===== config.mk =====
export PLATFORM = sky130hd
export DESIGN_NAME = dc_req_queue
export DESIGN_NICKNAME = d
export VERILOG_FILES = /design/src/rtl/dc_req_queue.sv
export SDC_FILE = /design/constraint.sdc
export NUM_CORES = 1
export LEC_CHECK = 0
export ABC_AREA = 1
export BUFFER_PORTS_ARGS = -buffer_cell sky130_fd_sc_hd__buf_2
export CORE_UTILIZATION = 32
export DETAILED_ROUTE_END_ITERATION = 10
export MAX_ROUTING_LAYER = met4
export PLACE_DENSITY_LB_ADDON = 0.12
export SETUP_SLACK_MARGIN = 0.15
export SYNTH_ARGS = -nofsm -noshare
export SYNTH_HDL_FRONTEND = slang
export SYNTH_SLANG_ARGS = --single-unit

===== constraint.sdc =====
create_clock -name clk -period 9.7 [get_ports clk]
set_input_delay 1.94 -clock clk [delete_from_list [all_inputs] [get_ports clk]]
set_output_delay 1.94 -clock clk [all_outputs]
set_load 0.05 [all_outputs]

===== src/rtl/dc_req_queue.sv =====
// In-order request queue feeding the DRAM-cache tag-compare stage: accept, issue DRAM reads, hold until response.
// Optional performance counters are built only when DC_REQ_Q_PERF_EN is defined.
module dc_req_queue #(
    parameter int DEPTH  = 8,
    parameter int DATA_W = 81,
    parameter int IDX_W  = 8
) (
    input  logic                       clk,
    input  logic                       rst_n,
    input  logic                       req_valid_i,
    output logic                       req_ready_o,
    input  logic [DATA_W-1:0]          req_data_i,
    output logic [IDX_W-1:0]           araddr_o,
    output logic                       arvalid_o,
    input  logic                       arready_i,
    output logic [DATA_W-1:0]          fifo_data_o,
    output logic                       fifo_valid_o,
    input  logic                       pop_i,
    output logic [$clog2(DEPTH):0]     count_o,
    output logic                       err_o,
    output logic [31:0]                perf_req_o,
    output logic [31:0]                perf_stall_o
);
    localparam int AW = $clog2(DEPTH);
    localparam int PW = AW + 1;

    logic [DATA_W-1:0] mem [DEPTH];
    logic [PW-1:0]     wr_ptr, iss_ptr, rd_ptr;
    logic              push, issue, pop;

    // All handshakes qualify against register-decoded status only.
    assign count_o      = wr_ptr - rd_ptr;
    assign req_ready_o  = (count_o != PW'(DEPTH));
    assign arvalid_o    = (iss_ptr != wr_ptr);
    assign fifo_valid_o = (rd_ptr != iss_ptr);

    assign push  = req_valid_i & req_ready_o;
    assign issue = arvalid_o & arready_i;
    assign pop   = pop_i & fifo_valid_o;

    // Storage is never reset; outputs are masked while their region is empty.
    assign araddr_o    = arvalid_o ? mem[iss_ptr[AW-1:0]][8 +: IDX_W] : '0;
    assign fifo_data_o = fifo_valid_o ? mem[rd_ptr[AW-1:0]] : '0;

    always_ff @(posedge clk) begin
        if (push) begin
            mem[wr_ptr[AW-1:0]] <= req_data_i;
        end
    end

    always_ff @(posedge clk or negedge rst_n) begin
        if (!rst_n) begin
            wr_ptr  <= '0;
            iss_ptr <= '0;
            rd_ptr  <= '0;
            err_o   <= 1'b0;
        end else begin
            if (push) begin
                wr_ptr <= wr_ptr + PW'(1);
            end
            if (issue) begin
                iss_ptr <= iss_ptr + PW'(1);
            end
            if (pop) begin
                rd_ptr <= rd_ptr + PW'(1);
            end
            // A response handshake with nothing issued means the pairing is lost.
            if (pop_i && !fifo_valid_o) begin
                err_o <= 1'b1;
            end
        end
    end

`ifdef DC_REQ_Q_PERF_EN
    logic [31:0] perf_req_q, perf_stall_q;

    always_ff @(posedge clk or negedge rst_n) begin
        if (!rst_n) begin
            perf_req_q   <= '0;
            perf_stall_q <= '0;
        end else begin
            if (push) begin
                perf_req_q <= perf_req_q + 32'd1;
            end
            if (req_valid_i && !req_ready_o) begin
                perf_stall_q <= perf_stall_q + 32'd1;
            end
        end
    end

    assign perf_req_o   = perf_req_q;
    assign perf_stall_o = perf_stall_q;
`else
    assign perf_req_o   = '0;
    assign perf_stall_o = '0;
`endif

endmodule


==> flow_summary_export.csv <==
group,metric,value,unit
synth,postSynthCellCount,2243,
clock_network,cts_hold_buf,0,
clock_network,clk_latency,0.61,ns
timing,fin_worst_skew,0.01158,ns
detailed_routing,vias_per_cell,4.817,
detailed_routing,post_drt_wl_per_cell,20.40,µm
job,maxCapViolations,0,
clock_network,cts_tree,"built",
die,core,84090,µm²
cells_and_area,finalNetCount,2470,
timing,tns,0,ns
detailed_routing,totalWireLength,72.98,mm
detailed_routing,drtAntennaViolNets,0,
worst_setup_path,worstSetupEndpointType,"output pin",
synth,ys_top_cells_by_count,"648 x edfxtp_1, 563 x nor2_1, 274 x o21ai_0",
clock_network,htree_num_levels,3,
synth,syn_area_per_cell,12.18,µm²
global_route,grt-ovfl-total,0,
global_route,grt_max_degree,184,
global_route,grt_pass1_vias,17081,
synth,synth_warnings,0,
global_route,grt.total_usage,17.31,%
cells_and_area,multi_input_area,6484,µm²
worst_setup_path,crit_arrival,4.61,ns
clock_network,clk_pin_slew,0.05,ns
die,die_y,294.2,µm
place,gp_congestion,0.7305,
timing,rsz0062_at_grt,"false",
timing,slew_violations,0,
synth,synth_xor_area_share,0.4168,%
cells_and_area,fin_cells,3577,
cells_and_area,area_growth,15.13,%
detailed_routing,first_pass_iters,5,
clock_network,post_cts_buffers,0,
clock_network,root_buffer,"clkbuf_16",
synth,synth_area_leaders,"edfxtp_1 71%, nor2_1 7.7%, o21ai_0 5.0%, o211ai_1 2.4%, nand2_1 2.1%",
place,dp.cells,3433,
synth,syn-cell-area,27310,µm²
cells_and_area,seq_area,19800,µm²
run_status,status,"finished, final reports clean",
synth,synth_edf_count,648,
place,hpwl,37.10,mm
synth,synth_compound_area_share,11.27,%
timing,fmax,152.6,MHz
clock_network,cts-resized-gates,0,
worst_setup_path,ff2ff_path_depth,11,
detailed_routing,vias,17230,
synth,ys_ff_latch,661,
die,die_width,294.2,µm
die,pin_count,247,
synth,yosysUniqueCellTypes,28,
synth,async_flop_share,1.967,%
worst_setup_path,required,7.76,ns
synth,yosys.area.top_type_share,71.24,%
global_route,antenna_found_initial,11,
synth,muxShareOfSynthArea,0,%
timing,tightest_slew,1.182,ns
global_route,grt_pass1_wl,109.5,mm
synth,yosys.area_share.simple,10.60,%
timing,fin_crit_sh,67.54,%
synth,synth_top_family_by_area,"compound AO/OA/AOI/OAI gates",
cells_and_area,fillers,8142,
die,floorplan.rows,106,
worst_hold_path,hold_path_depth,1,
synth,synth_top_area_cell,"edfxtp_1",
worst_hold_path,min_path_type,"register to register",
clock_network,cts_buffers,76,
synth,seq_area_frac_synth,72.43,%
cells_and_area,layout-drive-gt1-share,13.52,%
detailed_routing,drtIter0Drc,1145,
worst_setup_path,critPathKind,"register to output pin",
timing,hold_viol_final,0,
clock_network,cts_sinks,661,
synth,yosys.area_share.adder,0.3481,%
die,die_area,86530,µm²
clock_network,cts.path.max_buffers,3,
synth,synth_top_flop_cell,"edfxtp_1",
timing,final.min_clock_period,6.551,ns
die,start_util,32.48,%
worst_setup_path,crit_path_max_fanout,102,
timing,setup-violations-final,0,
synth,synth_most_common_cell,"edfxtp_1",
worst_setup_path,startpoint_type,"register",
detailed_routing,route.detailed.drc,0,
place,placement.io_buffers,182,
timing,relSlewSlack,21.20,%
cells by family (layout without fill, tap and decap cells):
logic type / after synthesis / after routing
DFF: 661 / 661
other: 1 / 74
adders and majority gates: 7 / 7
xor gates and xnor gates: 13 / 13
buffers and inverters: 254 / 381
AOI/OAI and AO/OA: 552 / 552
and+or+nand+nor: 755 / 755
flip-flops by register name (all words and copies together) (netlist names):
| signal | count |
|---|---|
| rd_ptr | 4 |
| err_o | 1 |
| wr_ptr | 4 |
| mem | 648 |
| iss_ptr | 4 |
cell usage in the layout, fill, tap and decap left out, types with 2 or more instances in the layout:
| cell type | instances |
|---|---|
| inv_1 | 35 |
| clkinv_2 | 11 |
| ha_1 | 6 |
| edfxtp_1 | 648 |
| bufinv_16 | 8 |
| nor2_4 | 7 |
| conb_1 | 64 |
| diode_2 | 10 |
| dfrtp_1 | 10 |
| clkbuf_16 | 78 |
| a21oi_1 | 33 |
| xnor2_1 | 9 |
| buf_4 | 24 |
| xor2_1 | 4 |
| clkbuf_1 | 17 |
| o22ai_1 | 73 |
| clkinv_1 | 12 |
| buf_2 | 182 |
| o21ai_0 | 274 |
| nand2_1 | 153 |
| nand3_1 | 35 |
| clkinvlp_4 | 5 |
| buf_12 | 2 |
| dfrtp_4 | 3 |
| nor2_1 | 556 |
| inv_6 | 4 |
| o211ai_1 | 89 |
| o21ai_1 | 82 |
final timing paths:
path,start,endpoint,slack (ns)
hold reg to reg,err_o$_DFFE_PN0P_,err_o$_DFFE_PN0P_,0.48
min in group asynchronous,rst_n,iss_ptr[0]$_DFFE_PN0P_,1.23
setup reg to reg,rd_ptr[1]$_DFFE_PN0P_,mem[5][22]$_DFFE_PP_,4.07
hold / removal,err_o$_DFFE_PN0P_,err_o$_DFFE_PN0P_,0.48
max in group asynchronous,rst_n,rd_ptr[1]$_DFFE_PN0P_,8.17
setup / recovery,rd_ptr[0]$_DFFE_PN0P_,fifo_data_o[1],3.15
worst max-delay path, stage by stage, from the launching register on:
cell,delay [ns]
dfrtp_4,0.74
buf_4,0.90
buf_4,0.94
o21ai_0,0.23
o211ai_1,0.21
nand2_1,0.08
nor2_1,0.41
buf_2,0.36
stage by stage:
step | cell area [µm²] | hold WS, ns | worst slack [ns] | utilization (%)
3_5_place_dp | 28990 | 0.4695 | 3.789 | 34.47
6_report | 31450 | 0.4755 | 3.149 | 37.40
4_1_cts | 31420 | 0.4859 | 3.117 | 37.37
2_1_floorplan | 27550 | 0.5018 | 2.867 | -
3_3_place_gp | 28990 | 0.4582 | 3.798 | 34.47
5_1_grt | 31450 | 0.5236 | 2.831 | 37.40
final cells by class:
type / count / share of cell area [%]
antenna: 10 / 0.07957
clock buffer: 95 / 6.410
clock inverter: 39 / 1.337
inverter: 39 / 0.5013
multi-input combinational: 1391 / 20.62
sequential: 661 / 62.95
tap: 1134 / 4.512
timing repair buffer: 208 / 3.597
routing by layer:
layer / track usage (%) / part of all wire, % / up-vias
li1: - / - / 8212
met1: 22.72 / 46 / 8561
met2: 27.18 / 47 / 379
met3: 3.769 / 5.7 / 78
met4: 4.370 / 1.5 / 0
met5: - / 0 / -
Power is left out: the tool's default activity adds up to more than one toggle a clock period on the data nets, which glitch-free logic cannot reach.
